`config.mk`:
```
export PLATFORM = sky130hd
export DESIGN_NAME = rr_mux_arbiter
export DESIGN_NICKNAME = d
export VERILOG_FILES = /design/src/rtl/rr_mux_arbiter_pkg.sv /design/src/rtl/rr_mux_arbiter_pick.sv /design/src/rtl/rr_mux_arbiter.sv
export SDC_FILE = /design/constraint.sdc
export NUM_CORES = 1
export LEC_CHECK = 0
export BUFFER_PORTS_ARGS = -buffer_cell sky130_fd_sc_hd__buf_2
export CAP_MARGIN = 20
export CELL_PAD_IN_SITES_DETAIL_PLACEMENT = 0
export CELL_PAD_IN_SITES_GLOBAL_PLACEMENT = 1
export CORE_ASPECT_RATIO = 1.5
export CORE_MARGIN = 2
export CORE_UTILIZATION = 41
export DETAILED_ROUTE_END_ITERATION = 10
export HOLD_SLACK_MARGIN = 0.12
export PLACE_DENSITY_LB_ADDON = 0.1
export REMOVE_ABC_BUFFERS = 1
export SLEW_MARGIN = 25
export SYNTH_ARGS = -nofsm -noshare
export SYNTH_HDL_FRONTEND = slang
export SYNTH_SLANG_ARGS = --single-unit
```
`constraint.sdc`:
```
create_clock -name clk -period 5.9 [get_ports clk]
set_clock_uncertainty 0.05 [all_clocks]
set_input_delay 0 -clock clk [delete_from_list [all_inputs] [get_ports clk]]
set_output_delay 0 -clock clk [all_outputs]
set_load 0.01 [all_outputs]
```
`src/rtl/rr_mux_arbiter_pkg.sv`:
```
// Shared definitions for the round-robin mux arbiter: FSM encoding and
// the tenure-counter sizing rule.
package rr_mux_arbiter_pkg;

  typedef enum logic {
    ST_IDLE  = 1'b0,
    ST_GRANT = 1'b1
  } arb_state_e;

  // One spare bit above clog2 keeps the counter from ever wrapping, even for MAX_HOLD=1.
  function automatic int unsigned hold_width(input int unsigned max_hold);
    return $clog2(max_hold) + 1;
  endfunction

endpackage

```
`src/rtl/rr_mux_arbiter_pick.sv`:
```
// Rotating-priority finder: first set request strictly after ptr, wrapping,
// found with a priority scan over a doubled request vector.
module rr_mux_arbiter_pick #(
  parameter int REQ_NUM = 4,
  parameter int SEL_LEN = 2
) (
  input  logic [REQ_NUM-1:0] req_i,
  input  logic [SEL_LEN-1:0] ptr_i,
  output logic               any_o,
  output logic [SEL_LEN-1:0] winner_o
);

  localparam int IDX_W = $clog2(2 * REQ_NUM);

  logic [2*REQ_NUM-1:0] req_dbl;
  logic                 found;

  assign req_dbl = {req_i, req_i};

  always_comb begin
    // NOTE: every output of a combinational block gets a default first so no path leaves it unassigned (which would infer a latch).
    found    = 1'b0;
    winner_o = ptr_i;
    // Scanning ptr+1 .. ptr+REQ_NUM in the doubled vector handles wrap-around without a modulo on the select path.
    for (int k = 1; k <= REQ_NUM; k++) begin
      if (!found && req_dbl[IDX_W'(int'(ptr_i) + k)]) begin
        found    = 1'b1;
        winner_o = SEL_LEN'((int'(ptr_i) + k) % REQ_NUM);
      end
    end
  end

  assign any_o = found;

endmodule

```
`src/rtl/rr_mux_arbiter.sv`:
```
// Round-robin arbiter owning a shared N:1 data mux; each tenure is capped at
// MAX_HOLD cycles and handover between requesters has no idle bubble.
module rr_mux_arbiter
  import rr_mux_arbiter_pkg::*;
#(
  parameter int REQ_NUM  = 4,
  parameter int SEL_LEN  = 2,
  parameter int DATA_LEN = 2,
  parameter int MAX_HOLD = 8
) (
  input  logic                        clk,
  input  logic                        rst,
  input  logic [REQ_NUM-1:0]          req,
  input  logic [REQ_NUM*DATA_LEN-1:0] data_in,
  output logic [REQ_NUM-1:0]          gnt,
  output logic [SEL_LEN-1:0]          sel,
  output logic                        valid,
  output logic [DATA_LEN-1:0]         out
);

  localparam int                  HOLD_W    = hold_width(MAX_HOLD);
  localparam logic [HOLD_W-1:0]   HOLD_LAST = HOLD_W'(MAX_HOLD - 1);
  localparam logic [SEL_LEN-1:0]  PTR_RST   = SEL_LEN'(REQ_NUM - 1);

  arb_state_e           state_q, state_d;
  logic [REQ_NUM-1:0]   gnt_q,   gnt_d;
  logic [SEL_LEN-1:0]   sel_q,   sel_d;
  logic                 valid_q, valid_d;
  logic [SEL_LEN-1:0]   ptr_q,   ptr_d;
  logic [HOLD_W-1:0]    hold_q,  hold_d;

  logic                 pick_any;
  logic [SEL_LEN-1:0]   pick_winner;
  logic                 owner_req;
  logic                 others_pending;
  logic                 expire;

  logic [DATA_LEN-1:0]  data_arr [REQ_NUM];

  rr_mux_arbiter_pick #(
    .REQ_NUM (REQ_NUM),
    .SEL_LEN (SEL_LEN)
  ) u_pick (
    .req_i    (req),
    .ptr_i    (ptr_q),
    .any_o    (pick_any),
    .winner_o (pick_winner)
  );

  assign owner_req      = req[sel_q];
  assign others_pending = |(req & ~gnt_q);
  assign expire         = (hold_q == HOLD_LAST);

  always_comb begin
    state_d = state_q;
    gnt_d   = gnt_q;
    sel_d   = sel_q;
    valid_d = valid_q;
    ptr_d   = ptr_q;
    hold_d  = hold_q;

    unique case (state_q)
      ST_IDLE: begin
        if (pick_any) begin
          state_d = ST_GRANT;
          gnt_d   = REQ_NUM'(1) << pick_winner;
          sel_d   = pick_winner;
          valid_d = 1'b1;
          ptr_d   = pick_winner;
          hold_d  = '0;
        end
      end
      ST_GRANT: begin
        if (owner_req && !expire) begin
          hold_d = hold_q + HOLD_W'(1);
        end else if (others_pending) begin
          // ptr always equals the owner here, so the pick already skips it.
          gnt_d  = REQ_NUM'(1) << pick_winner;
          sel_d  = pick_winner;
          ptr_d  = pick_winner;
          hold_d = '0;
        end else if (owner_req) begin
          hold_d = '0;
        end else begin
          state_d = ST_IDLE;
          gnt_d   = '0;
          valid_d = 1'b0;
          hold_d  = '0;
        end
      end
      default: state_d = ST_IDLE;
    endcase
  end

  always_ff @(posedge clk or posedge rst) begin
    if (rst) begin
      state_q <= ST_IDLE;
      gnt_q   <= '0;
      sel_q   <= '0;
      valid_q <= 1'b0;
      ptr_q   <= PTR_RST;
      hold_q  <= '0;
    end else begin
      // NOTE: state registers use non-blocking assignment so every flop samples pre-edge values, independent of statement order.
      state_q <= state_d;
      gnt_q   <= gnt_d;
      sel_q   <= sel_d;
      valid_q <= valid_d;
      ptr_q   <= ptr_d;
      hold_q  <= hold_d;
    end
  end

  for (genvar i = 0; i < REQ_NUM; i++) begin : g_data
    assign data_arr[i] = data_in[i*DATA_LEN +: DATA_LEN];
  end

  // Output mux defaults to zero whenever no grant is held.
  assign out   = valid_q ? data_arr[sel_q] : '0;
  assign gnt   = gnt_q;
  assign sel   = sel_q;
  assign valid = valid_q;

endmodule
```
**Word-level counts from Yosys, hierarchy flattened**

Index checks and enable logic that the tools add are counted.

- Output and inout port bits: 9
- Word-level logic and storage cells: 89
- Bits in registers: 14

- Shifts and indexed selects: 1
- Equality and inequality tests: 7
- $add $sub $neg: 5
- Mux-type cells: 48
- Bitwise logic cells: 4
- Reduce and logical (&&, ||, !) cells: 12
- $lt $le $gt $ge: 6

Operators by type and width:

| kind | number |
|---|---|
| 2-to-1 mux 4 bit | 6 |
| 2-to-1 mux 1 bit | 21 |
| < comparator 3 x 5 -> 1 bit, second input constant | 4 |
| 2-to-1 mux 2 bit | 10 |
| case mux 4 bit (2 select lines) | 2 |
| binary-select mux 1 bit (select 3 bit) | 4 |
| != test 2 bit, second input constant | 4 |
| adder 2 x 2 -> 3 bit, second input constant | 2 |
| AND reduction 3 bit | 2 |
| adder 4 x 1 -> 4 bit, second input constant | 1 |
| bitwise AND 4 bit | 1 |
| binary-select mux 2 bit (select 2 bit) | 1 |
| equality test 4 x 3 -> 1 bit, second input constant | 1 |
| logical AND 1 bit | 4 |
| zero test 1 bit | 4 |
| NOT 4 bit | 1 |
| case mux 1 bit (2 select lines) | 2 |
| case mux 2 bit (2 select lines) | 1 |
| AND reduction 4 bit | 1 |
| OR reduction 4 bit | 1 |
| << shifter 1 x 2 -> 4 bit, first input constant | 1 |
| adder 2 x 1 -> 3 bit, second input constant | 1 |
| adder 2 x 3 -> 3 bit, second input constant | 1 |
| greater-or-equal comparator 3 bit, second input constant | 1 |
| other kinds (6) | 6 |

**Logic depth before layout (Yosys ltp)**

- Word-level depth: 18
- Depth in mapped cells: 6

**Modules after synthesis**

A second synthesis with hierarchy kept.

- Cell total of the unflattened synthesis: 80
- Area total of the unflattened synthesis: 882.1 um^2

By module, submodules not included:

| module | times used | cells an instance | area an instance (um^2) |
|---|---|---|---|
| rr_mux_arbiter | 1 | 66 | 799.5 |
| rr_mux_arbiter_pick | 1 | 14 | 82.6 |

**Worst setup path before layout**

OpenSTA, ideal clock, no wires.

- Path type: register -> register
- From: reg sel_q[0], in the netlist sel[0]
- To: reg sel_q[0], in the netlist sel[0]
- Stages on the path, launching flop included: 6
- Path slack: 3.875 ns
- Data arrival time: 1.856 ns
- Buffers on the path: 0
- Clock period less this slack: 2.025 ns
- Data required time: 5.731 ns
- Cells stage by stage: dfrtp_1 -> mux4_2 -> and3_4 -> a311oi_4 -> nand2_1 -> o21a_1

- Word-level cells in the longest chain between the ends: 5

RTL lines:

| element | line | source |
|---|---|---|
| from (decl) | rr_mux_arbiter.sv:27 | `logic [SEL_LEN-1:0] sel_q, sel_d;` |
| from (signal assigned) | rr_mux_arbiter.sv:107 | `sel_q <= sel_d;` |
| binary-select mux 1 bit (select 2 bit) | rr_mux_arbiter.sv:50 | `assign owner_req = req[sel_q];` |
| 2-to-1 mux 1 bit (implied by the code) | rr_mux_arbiter.sv:50 |  |
| logical AND 1 bit | rr_mux_arbiter.sv:74 | `if (owner_req && !expire) begin` |
| != test 2 bit (no source line) | -- |  |
| AND reduction 3 bit (no source line) | -- |  |

No other way between the ends. The select of a mux whose other input is x is not followed.
A chain may end at the register's enable or synchronous reset.

**Worst setup path in the final report**

Ends and elaborated chain as after synthesis.

==> flow_summary_export.csv <==
group,metric,value,unit
global_route,grt_max_degree,15,
final_layout,syn_to_final_growth,22.7,%
worst_setup_path,r2r_end,"sel[0]",
logic_synthesis,synth.cell_area,826,sq um
route,final_antenna_net_count,0,
power_and_ir_drop,ir_worst_vdd,0.237,mV
worst_setup_path,crit_arrival,2270,ps
sta,rsz0062_at_grt,"no",
cts,cts_tree,"yes",
route,drtIter0Drc,11,
cts,clk_latency,280,ps
final_layout,fin_cells,126,
cts,cts_root_buf,"clkbuf_4",
power_and_ir_drop,leakage,0.479,nW
route,wirelength,1.81,mm
logic_synthesis,synth.area.top_cells,"dfrtp_1, dfstp_2, mux4_1",
final_layout,design_area,0.00101,sq mm
place,placed_area,947,sq um
die,num_io_pins,23,
worst_setup_path,r2r_start,"sel[0]",
sta,setup_viol,0,
worst_setup_path,critPathKind,"reg -> reg",
place,post-place-cells,119,
logic_synthesis,synth_area_leader_cell,"dfrtp_1",
route,firstDrtPassIters,4,
die,floorplan.initialDensity,44.0,%
final_layout,mostFrequentLayoutCells,"buf_2, dfrtp_1, inv_1",
global_route,grt_pass1_vias,657,
sta,hold_viol,0,
worst_setup_path,startpoint_type,"flip-flop",
power_and_ir_drop,powerDensity,469,mW/mm^2
sta,max_freq,469,MHz
logic_synthesis,yosys.area.top_type_share,36.4,%
logic_synthesis,synth-simple-area-share,17.6,%
logic_synthesis,postSynthAreaPerCell,10.6,sq um
route,vias,686,
worst_setup_path,crit_path_end_kind,"flip-flop",
sta,drv_slew,0,
final_layout,multi_input_comb_area,428,sq um
logic_synthesis,synth_top_family_by_area,"compound AO/OA/AOI/OAI gates",
global_route,overflow,0,
final_layout,finish.utilization,54.0,%
logic_synthesis,synthMuxAreaShare,10.3,%
sta,timing.setup.tns,0,ps
cts,cts_htree_levels,1,
worst_setup_path,cp_slowest_cell,"mux4_2",
worst_setup_path,r2r_setup_slack,3770,ps
cts,cts_hold_buf,3,
logic_synthesis,ys.warnings.count,0,
worst_setup_path,worst-path-max-fanout,8,
sta,hold_ws,143,ps
worst_hold_path,whs_endpoint,"valid",
worst_setup_path,cp_cell_sequence,"mux4_2 > and3_4 > a311oi_4 > nand2_1 > o21a_1",
logic_synthesis,ys_seq_elements,14,
logic_synthesis,synth_edf_count,0,
cts,cts_sinks,14,
worst_setup_path,slowest_delay,590,ps
cts,clk_path_buf_depth,2,
worst_setup_path,required,6040,ps
sta,fin_ws,3770,ps
logic_synthesis,synth_cells,78,
worst_hold_path,hold_start,"req[0]",
sta,period_minus_slack,2130,ps
final_layout,seq_area,353,sq um
cts,numCtsBuffers,3,
final_layout,antennaDiodeCount,0,
global_route,grt_pass1_wl,3.06,mm
logic_synthesis,synth_seq_area_share,42.7,%
logic_synthesis,synth_cell_types,35,
die,rows,19,
route,post-route-drc-count,0,
logic_synthesis,synth_fa_ha_area_share,1.52,%
die,die_area,0.00240,sq mm
sta,slew_headroom,60.3,%
final_layout,drive_gt1_share,31.4,%
sta,tightestPinTransition,596,ps
global_route,antenna_found_initial,0,
place,portBuffers,22,
route,via_per_inst,5.44,
place,pre_cts_ws,3770,ps
route,routedWlPerCell,14.4,um
global_route,grt_usage,18.9,%
logic_synthesis,async_reset_ff_share,100,%
place,place_congestion,0.734,
cts,post_cts_buffers,0,
logic_synthesis,synth_xor_area_share,1.06,%
cts,post_cts_resized,0,
final_layout,final_common_cell,"buf_2",
sta,finalCritPeriodShare,36.2,%
run_status,status,"finished, final reports clean",
worst_setup_path,crit_family,"multiplexers",
die,core,0.00188,sq mm
die,dieHeight,59.0,um
run,maxCapViolations,0,
power_and_ir_drop,power,475,uW
place,dp_hpwl,1.39,mm
die,chipWidth,40.6,um
logic_synthesis,synthFlopType,"dfrtp_1",
logic_synthesis,synth_compound_area_share,21.4,%
final_layout,final_nets,121,
worst_setup_path,reg2reg_depth,5,
final_layout,fillers,176,
worst_hold_path,whs_path_depth,5,
worst_setup_path,crit_buf_inv,0,
worst_hold_path,holdCritPathClass,"in -> reg",
cts,path_clk_slew,100,ps
-- Yosys cell counts (all sizes together) (2+ instances only) --
| library cell | count |
|---|---|
| mux4 | 3 |
| a32o | 2 |
| nand2b | 2 |
| inv | 8 |
| and2 | 3 |
| nand2 | 3 |
| dfrtp | 12 |
| dfstp | 2 |
| nor2 | 7 |
| o21ai | 3 |
| o21a | 4 |
| o2bb2ai | 2 |
| a21oi | 4 |
| nand3 | 4 |
-- flip-flops by register name, summed over array words and instances (netlist names) --
signal,flops
state_q,1
hold_q,4
sel,2
ptr_q,2
gnt,4
valid,1
-- worst max path at each step --
| stage | to | from | slack, ps | cells past startpoint |
|---|---|---|---|---|
| 6_report | sel[0] | sel[0] | 3770 | 5 |
| 5_1_grt | sel[0] | sel[0] | 3650 | 5 |
| 4_1_cts | sel[0] | sel[0] | 3760 | 5 |
| 3_5_place_dp | sel[0] | sel[0] | 3770 | 5 |
| 3_3_place_gp | sel[1] | sel[0] | 3820 | 5 |
| 2_1_floorplan | sel[0] | sel[0] | 3870 | 5 |
-- layer usage --
layer	share of wire [%]	vias to the layer above	GRT usage, %
met5	0	-	0
li1	-	343	-
met1	44	336	23.7
met4	0.77	0	8.57
met2	54	5	29.5
met3	1.6	2	4.53
-- worst reg2reg max path: cells and delay by family (launching register included) --
kind | cells | cell delay [ps]
AOI/OAI and AO/OA | 2 | 590
and+or+nand+nor | 2 | 340
muxes | 1 | 590
DFF | 1 | 470
-- area by class of cell --
class | count | area share, %
multi-input combinational | 54 | 42.2
sequential | 14 | 34.8
timing repair buffer | 25 | 13.8
clock buffer | 4 | 3.58
inverter | 8 | 2.96
tap | 21 | 2.59
-- cell families (layout without fill, tap and decap cells) --
family                     count (synthesis)  after routing
DFF                                       14             14
muxes                                      4              4
AOI/OAI and AO/OA                         22             22
buffers and inverters                     10             37
xor gates and xnor gates                   1              1
and+or+nand+nor                           26             26
adders and majority gates                  1              1
-- power breakdown --
part / internal [mW] / switching [mW]
Clock: 0.0376 / 0.0346
Sequential: 0.138 / 0.0433
Combinational: 0.115 / 0.107
Total: 0.291 / 0.184
Note: power is estimated with default switching activity, not from simulation.
